==> config.mk <==
export PLATFORM = sky130hd
export DESIGN_NAME = mips_muldiv_seq
export DESIGN_NICKNAME = d
export VERILOG_FILES = /design/src/rtl/mips_muldiv_seq.sv
export SDC_FILE = /design/constraint.sdc
export NUM_CORES = 1
export LEC_CHECK = 0
export ABC_AREA = 0
export CORE_AREA = 5 5 146 148
export CTS_BUF_LIST = sky130_fd_sc_hd__clkbuf_8
export DETAILED_ROUTE_END_ITERATION = 10
export DIE_AREA = 0 0 151 153
export PLACE_DENSITY_LB_ADDON = 0.12
export RECOVER_POWER = 25
export SLEW_MARGIN = 0
export SYNTH_ARGS = -nofsm -noshare
export SYNTH_HDL_FRONTEND = slang
export SYNTH_SLANG_ARGS = --single-unit
==> constraint.sdc <==
create_clock -name clk -period 5.2 [get_ports clk]
set_clock_uncertainty 0.1 [all_clocks]
set_input_delay 1.04 -clock clk [delete_from_list [all_inputs] [get_ports clk]]
set_output_delay 1.04 -clock clk [all_outputs]
set_load 0.005 [all_outputs]
==> src/rtl/mips_muldiv_seq.sv <==
// Multi-cycle MULTU/DIVU sequencer owning the architectural HI/LO registers.
// Radix-2 shift-add multiply and restoring divide, one iteration per clock.
module mips_muldiv_seq #(
    parameter int         WIDTH    = 32,
    parameter logic [3:0] OP_MULTU = 4'd3,
    parameter logic [3:0] OP_DIVU  = 4'd4
) (
    input  logic             clk,
    input  logic             rst,
    input  logic             start,
    input  logic [3:0]       AluOP,
    input  logic [WIDTH-1:0] X,
    input  logic [WIDTH-1:0] Y,
    input  logic             mthi_we,
    input  logic             mtlo_we,
    input  logic [WIDTH-1:0] wdata,
    output logic             busy,
    output logic             done,
    output logic [WIDTH-1:0] HI,
    output logic [WIDTH-1:0] LO
);

    typedef enum logic [1:0] {
        S_IDLE = 2'd0,
        S_MUL  = 2'd1,
        S_DIV  = 2'd2,
        S_DONE = 2'd3
    } state_t;

    localparam int CW = (WIDTH > 1) ? $clog2(WIDTH) : 1;

    state_t           state_q, state_d;
    logic [CW-1:0]    cnt_q, cnt_d;
    logic [WIDTH:0]   acc_q, acc_d;
    logic [WIDTH-1:0] q_q, q_d;
    logic [WIDTH-1:0] y_q, y_d;
    logic [WIDTH-1:0] hi_q, hi_d;
    logic [WIDTH-1:0] lo_q, lo_d;

    logic [WIDTH:0]   mul_sum;
    logic [WIDTH:0]   mul_p;
    logic [WIDTH-1:0] mul_q;
    logic [WIDTH:0]   div_r;
    logic [WIDTH:0]   div_t;
    logic [WIDTH:0]   div_acc;
    logic [WIDTH-1:0] div_q;
    logic             last;
    logic             launch;

    always_comb begin
        // acc_q holds P during multiply and R during divide
        mul_sum = acc_q + (q_q[0] ? {1'b0, y_q} : {(WIDTH+1){1'b0}});
        mul_p   = {1'b0, mul_sum[WIDTH:1]};
        mul_q   = {mul_sum[0], q_q[WIDTH-1:1]};
        div_r   = {acc_q[WIDTH-1:0], q_q[WIDTH-1]};
        div_t   = div_r - {1'b0, y_q};
        div_acc = div_t[WIDTH] ? div_r : div_t;
        div_q   = {q_q[WIDTH-2:0], ~div_t[WIDTH]};
        last    = (cnt_q == CW'(WIDTH-1));
        launch  = start && ((AluOP == OP_MULTU) || (AluOP == OP_DIVU));

        state_d = state_q;
        cnt_d   = cnt_q;
        acc_d   = acc_q;
        q_d     = q_q;
        y_d     = y_q;
        hi_d    = hi_q;
        lo_d    = lo_q;

        case (state_q)
            S_IDLE: begin
                if (launch) begin
                    acc_d   = '0;
                    q_d     = X;
                    y_d     = Y;
                    cnt_d   = '0;
                    state_d = (AluOP == OP_MULTU) ? S_MUL : S_DIV;
                end else begin
                    if (mthi_we) hi_d = wdata;
                    if (mtlo_we) lo_d = wdata;
                end
            end
            S_MUL: begin
                acc_d = mul_p;
                q_d   = mul_q;
                cnt_d = cnt_q + CW'(1);
                if (last) begin
                    hi_d    = mul_p[WIDTH-1:0];
                    lo_d    = mul_q;
                    state_d = S_DONE;
                end
            end
            S_DIV: begin
                acc_d = div_acc;
                q_d   = div_q;
                cnt_d = cnt_q + CW'(1);
                if (last) begin
                    hi_d    = div_acc[WIDTH-1:0];
                    lo_d    = div_q;
                    state_d = S_DONE;
                end
            end
            S_DONE: begin
                if (mthi_we) hi_d = wdata;
                if (mtlo_we) lo_d = wdata;
                state_d = S_IDLE;
            end
            default: state_d = S_IDLE;
        endcase
    end

    always_ff @(posedge clk) begin
        if (rst) begin
            state_q <= S_IDLE;
            cnt_q   <= '0;
            acc_q   <= '0;
            q_q     <= '0;
            y_q     <= '0;
            hi_q    <= '0;
            lo_q    <= '0;
        end else begin
            state_q <= state_d;
            cnt_q   <= cnt_d;
            acc_q   <= acc_d;
            q_q     <= q_d;
            y_q     <= y_d;
            hi_q    <= hi_d;
            lo_q    <= lo_d;
        end
    end

    assign busy = (state_q == S_MUL) || (state_q == S_DIV);
    assign done = (state_q == S_DONE);
    assign HI   = hi_q;
    assign LO   = lo_q;

endmodule

==> flow_summary.json, run 1 <==
{
  "final_layout_size_suffix_gt1_share_pct": 6.04,
  "grt_max_degree": 92,
  "synth_area_leader_cell": "dfxtp_1",
  "antenna_found_initial": 0,
  "synth_edf_count": 0,
  "drc": 0,
  "crit_fanout": 23,
  "ys.flop_type": "dfxtp_1",
  "powerDensity_mw_per_mm2": 294,
  "fin_nets": 1722,
  "grt.overflow.total": 0,
  "relSlewSlack_pct": 23.6,
  "worstMarginPinSlew_ps": 1140,
  "die-area_mm2": 0.0231,
  "worst_ep_required_time_ps": 5410,
  "initial_core_util_pct": 56.0,
  "path_class": "register to register",
  "gr-usage-met1_pct": 45.7,
  "grt_use_met2_pct": 52.3,
  "synth_seq_cells": 168,
  "synth.avg_cell_area_um2": 7.75,
  "path_clk_slew_ps": 100,
  "multiInputGateArea_mm2": 0.00718,
  "die_w_um": 151,
  "grt.busiest_layer": "met2",
  "endpoint_kind": "register",
  "ys_top_cells_by_area": "dfxtp_1 30%, ha_1 8.0%, nor2_1 6.2%, nand2_1 5.9%, a21oi_1 5.3%",
  "cts_buffers": 17,
  "fin_setup_tns_ps": 0,
  "cts_setup_buffers": 0,
  "hold_buffers": 0,
  "pre_cts_ws_ps": 676,
  "critPathArrivalTime_ps": 4800,
  "post_drt_wl_per_cell_um": 21.5,
  "design_area_mm2": 0.0133,
  "detail_route.first_pass.iterations": 6,
  "grt_usage_pct": 33.1,
  "netlist_area_mm2": 0.0111,
  "design.core.area_mm2": 0.0199,
  "syn_inst": 1438,
  "max_clock_freq_mhz": 218,
  "io_pins": 171,
  "grt_pass1_vias": 10600,
  "clock_latency_ps": 470,
  "syn_nets": 1616,
  "hold_class": "register to register",
  "synth_seq_area_share_pct": 30.2,
  "drv_slew": 0,
  "final-setup-viol-count": 0,
  "viasPerCell": 6.33,
  "drt-total-wl_um": 39300,
  "rows": 52,
  "die_y_um": 153,
  "peakVddDrop_uv": 184,
  "synth_top_area_share_pct": 30.2,
  "synthArstFlopShare_pct": 0,
  "io_buffers": 170,
  "setup_slack_ps": 610,
  "finalCritPeriodShare_pct": 88.3,
  "grt_use_met3_pct": 6.37,
  "yosysMostFrequentCell": "nor2_1",
  "leakagePower_nw": 5.25,
  "ant_nets": 0,
  "clockBufferDepth": 2,
  "grt_pass1_wl_um": 60400,
  "yosysWarnings": 0,
  "antenna_cells": 0,
  "num_vias": 11600,
  "rsz0062_at_grt": "no",
  "clkSinkCount": 168,
  "ff_latch_area_mm2": 0.00336,
  "dpl_cell_area_mm2": 0.0129,
  "cts_tree": "built",
  "dpl.hpwl_um": 30700,
  "max_cap_viol_count": 0,
  "outcome": "finished, final reports clean",
  "synth_cell_types": 85,
  "cts-root-buf": "clkbuf_8",
  "period_minus_slack_ps": 4590,
  "synthTopCellsByCount": "184 x nor2_1, 176 x nand2_1, 168 x dfxtp_1",
  "gp_congestion": 0.967,
  "area_growth_pct": 19.3,
  "drt_iter0_drc": 1272,
  "nFillCells": 1812,
  "setup.worst_path.start_class": "register",
  "hold_viol_final": 0,
  "htreeDepth": 4,
  "cts_resized": 0
}
## metrics by stage
| stage | utilization, % | power, mW | hold slack [ps] | instances |
|---|---|---|---|---|
| after floorplan | - | 2.38 | 345 | 1438 |
| after global placement | 64.8 | 2.98 | 338 | 1795 |
| after detailed placement | 64.8 | 2.99 | 344 | 1795 |
| after CTS | 66.8 | 3.91 | 356 | 1827 |
| after global routing | 66.8 | 4.09 | 377 | 1827 |
| final | 66.8 | 3.91 | 359 | 1827 |
## per-layer routing
metal / vias up / wire, um / part of all wire [%]
met3: 81 / 4210 / 11
met1: 5409 / 16400 / 42
met5: - / 0 / 0
met4: 0 / 1310 / 3.3
li1: 5443 / - / -
met2: 633 / 17300 / 44
## where the power goes
part           switching, mW  leakage, nW  internal (mW)  total, mW
sequential            0.0897         1.37           1.40       1.49
clock                  0.577        0.201          0.360      0.936
combinational          0.879         3.68          0.603       1.48
total                   1.55         5.25           2.36       3.91
## layout make-up
cell class / instances / area share (%)
Clock buffer: 17 / 1.76
Clock inverter: 15 / 1.18
Inverter: 52 / 1.47
Multi-Input combinational cell: 1118 / 54.0
Sequential cell: 168 / 25.3
Tap cell: 270 / 2.54
Timing Repair Buffer: 187 / 13.7
## critical path, cell delays in order, from the launching register on
cell	delay, ps
dfxtp_1	360
inv_1	60
ha_1	170
inv_1	50
fa_1	420
a211oi_2	290
o211ai_2	180
a21oi_2	220
or3_1	130
a31oi_1	120
a21o_1	210
a21o_1	170
ha_1	820
nor2_1	410
nand2_1	160
o21ai_0	110
a21o_1	180
a211oi_1	170
nor3_1	80
## state kept, by name, indices dropped and copies added, names as in the netlist
name and cells:
q_q 32, acc_q 33, cnt_q 5, state_q 2, y_q 32, LO 32
HI 32
## cell families after synthesis
family / Yosys count / synth area share, %
AND/OR/NAND/NOR: 497 / 19.7
multiplexers: 18 / 1.66
adder cells (fa/ha/maj): 73 / 8.33
buffers and inverters: 152 / 5.69
flip-flops: 168 / 30.2
XOR/XNOR: 56 / 4.40
AO/OA/AOI/OAI: 474 / 30.0
## path summary, 6_finish.rpt
kind                              start  slack, ps  depth (start not counted)   endpoint
worst min-delay path             HI[17]        360                          2     HI[17]
worst max register to register  q_q[31]        610                         18  acc_q[31]
worst min register to register   HI[17]        360                          2     HI[17]
worst max-delay path            q_q[31]        610                         18  acc_q[31]
## layout by cell type (no fill, tap or decap), types with 5 or more instances in the layout
master / netlist / routed
nor2_1: 184 / 183
nand2_1: 176 / 176
dfxtp_1: 168 / 168
a21oi_1: 117 / 114
clkdlybuf4s50_1: 0 / 111
ha_1: 71 / 71
o21ai_0: 60 / 60
dlygate4sd3_1: 0 / 58
inv_1: 50 / 51
a22oi_1: 42 / 42
and2_1: 40 / 40
a221oi_1: 38 / 38
a311oi_1: 34 / 34
xnor2_1: 32 / 32
a21o_1: 29 / 29
a31oi_1: 27 / 27
xor2_1: 24 / 24
nand3_1: 21 / 21
nor3_1: 19 / 19
a211oi_1: 19 / 19
buf_4: 2 / 18
clkbuf_8: 2 / 17
mux2i_1: 14 / 14
o211ai_1: 13 / 13
nand4_1: 11 / 11
o21a_1: 10 / 10
o21ai_1: 8 / 8
nor2b_1: 7 / 7
o31ai_1: 7 / 7
and3_1: 6 / 6
nand2b_1: 6 / 6
o22ai_1: 6 / 6
o221a_2: 6 / 6
a211oi_2: 5 / 5
o21bai_1: 5 / 5
nand3b_1: 5 / 5
inv_6: 0 / 5
No activity file was read; power rests on OpenSTA's default activity.
==> inputs of run 2 (changes only) <==
Settings changed: CORE_AREA 5 5 146 148 to 5 5 163 134, DIE_AREA 0 0 151 153 to 0 0 168 139.
==> flow_summary.json, run 2 (same netlist as run 1, synthesis figures left out) <==
{
  "worst_ep_required_time_ps": 5510,
  "ff_latch_area_mm2": 0.00336,
  "setup.worst_path.start_class": "register",
  "leakagePower_nw": 5.26,
  "io_buffers": 170,
  "powerDensity_mw_per_mm2": 291,
  "final-setup-viol-count": 0,
  "initial_core_util_pct": 55.2,
  "cts_resized": 0,
  "drv_slew": 0,
  "pre_cts_ws_ps": 662,
  "largest_reg_flops": 33,
  "endpoint_kind": "register",
  "htreeDepth": 4,
  "clockBufferDepth": 2,
  "ant_nets": 0,
  "grt_usage_pct": 30.2,
  "cts-root-buf": "clkbuf_8",
  "final_common_cell": "nor2_1",
  "final_core_util_pct": 66.1,
  "holdPathEnd": "HI[0]",
  "dpl_cell_area_mm2": 0.0129,
  "critPathBufInv": 2,
  "relSlewSlack_pct": 23.7,
  "hold_start": "HI[0]",
  "die_y_um": 139,
  "cts_setup_buffers": 0,
  "hold_viol_final": 0,
  "cts_tree": "built",
  "gp_congestion": 0.993,
  "max_cap_viol_count": 0,
  "peakVddDrop_uv": 160,
  "grt_pass1_wl_um": 57400,
  "period_minus_slack_ps": 4640,
  "r2r_cells": 18,
  "cp_top_family": "compound AO/OA/AOI/OAI gates",
  "die_w_um": 168,
  "cp_slowest_cell": "nor2_1",
  "path_class": "register to register",
  "post_drt_wl_per_cell_um": 20.0,
  "grt_pass1_vias": 10400,
  "hold_class": "register to register",
  "crit_fanout": 21,
  "r2r-end": "acc_q[31]",
  "drc": 0,
  "rr_startpoint": "q_q[31]",
  "fin_nets": 1721,
  "dpl.hpwl_um": 27100,
  "area_growth_pct": 19.6,
  "grt_max_degree": 98,
  "path_cells": "inv_1, ha_1, inv_1, fa_1, a211oi_2, o211ai_2, a21oi_2, or3_1, a31oi_1, a21o_1, a21o_1, ha_1, nor2_1, nand2_1, o21ai_0, a21o_1, a211oi_1, nor3_1",
  "final_layout_size_suffix_gt1_share_pct": 6.04,
  "design.core.area_mm2": 0.0202,
  "slowest_delay_ps": 870,
  "fin_setup_tns_ps": 0,
  "drt_iter0_drc": 1285,
  "antenna_cells": 0,
  "worstMarginPinSlew_ps": 1140,
  "drt-total-wl_um": 36500,
  "rows": 47,
  "nFillCells": 1755,
  "setup_slack_ps": 559,
  "grt.overflow.total": 0,
  "outcome": "finished, final reports clean",
  "regToRegSetupSlack_ps": 560,
  "cts_buffers": 17,
  "viasPerCell": 6.20,
  "final_cell_mix": "183 x nor2_1, 176 x nand2_1, 168 x dfxtp_1, 114 x a21oi_1, 111 x clkdlybuf4s50_1",
  "hold_buffers": 0,
  "crit_top_cell": "a21o_1",
  "die-area_mm2": 0.0234,
  "antenna_found_initial": 0,
  "num_vias": 11300,
  "cp_num_cells": 18,
  "regMostFlops": "acc_q",
  "clkSinkCount": 168,
  "rsz0062_at_grt": "no",
  "multiInputGateArea_mm2": 0.00718,
  "design_area_mm2": 0.0133,
  "clock_latency_ps": 490,
  "max_clock_freq_mhz": 215,
  "io_pins": 171,
  "detail_route.first_pass.iterations": 8,
  "finalCritPeriodShare_pct": 89.2,
  "hold_depth": 2,
  "path_clk_slew_ps": 110,
  "critPathArrivalTime_ps": 4950
}
-- run 2: layout make-up --
type / count / share of cell area [%]
inverter: 52 / 1.46
tap: 269 / 2.53
timing repair buffer: 186 / 13.7
multi-input combinational: 1118 / 53.9
sequential: 168 / 25.2
clock inverter: 15 / 1.38
clock buffer: 17 / 1.76
-- run 2: worst max path at each step --
stage | end | slack, ps | startpoint
after detailed placement | acc_q[6] | 660 | q_q[31]
after global placement | acc_q[6] | 770 | q_q[31]
final | acc_q[31] | 560 | q_q[31]
after global routing | acc_q[31] | 220 | y_q[11]
after CTS | acc_q[6] | 640 | q_q[31]
after floorplan | HI[10] | 1130 | q_q[31]
-- run 2: tightest hold or removal path: cells and delay by family, from the launching register on --
| kind | cells | cell delay (ps) |
|---|---|---|
| and+or+nand+nor | 1 | 50 |
| AOI/OAI and AO/OA | 1 | 50 |
| DFF | 1 | 320 |
-- run 2: power breakdown --
part           leakage (nW)  switching (mW)  internal [mW]
sequential             1.37          0.0751           1.40
combinational          3.68           0.813          0.603
clock                 0.210           0.613          0.368
-- run 2: routing by layer --
layer,GRT usage (%),wire length (um)
met1,42.8,16100
met2,47.0,16400
met3,6.13,3230
met4,7.77,787
met5,0,0
-- run 2: stage by stage --
stage | std cells | hold WS (ps) | power (mW)
after detailed placement | 1793 | 354 | 2.92
final | 1825 | 370 | 3.87
after global placement | 1793 | 340 | 2.92
after floorplan | 1438 | 345 | 2.38
after CTS | 1825 | 373 | 3.89
after global routing | 1825 | 394 | 4.07
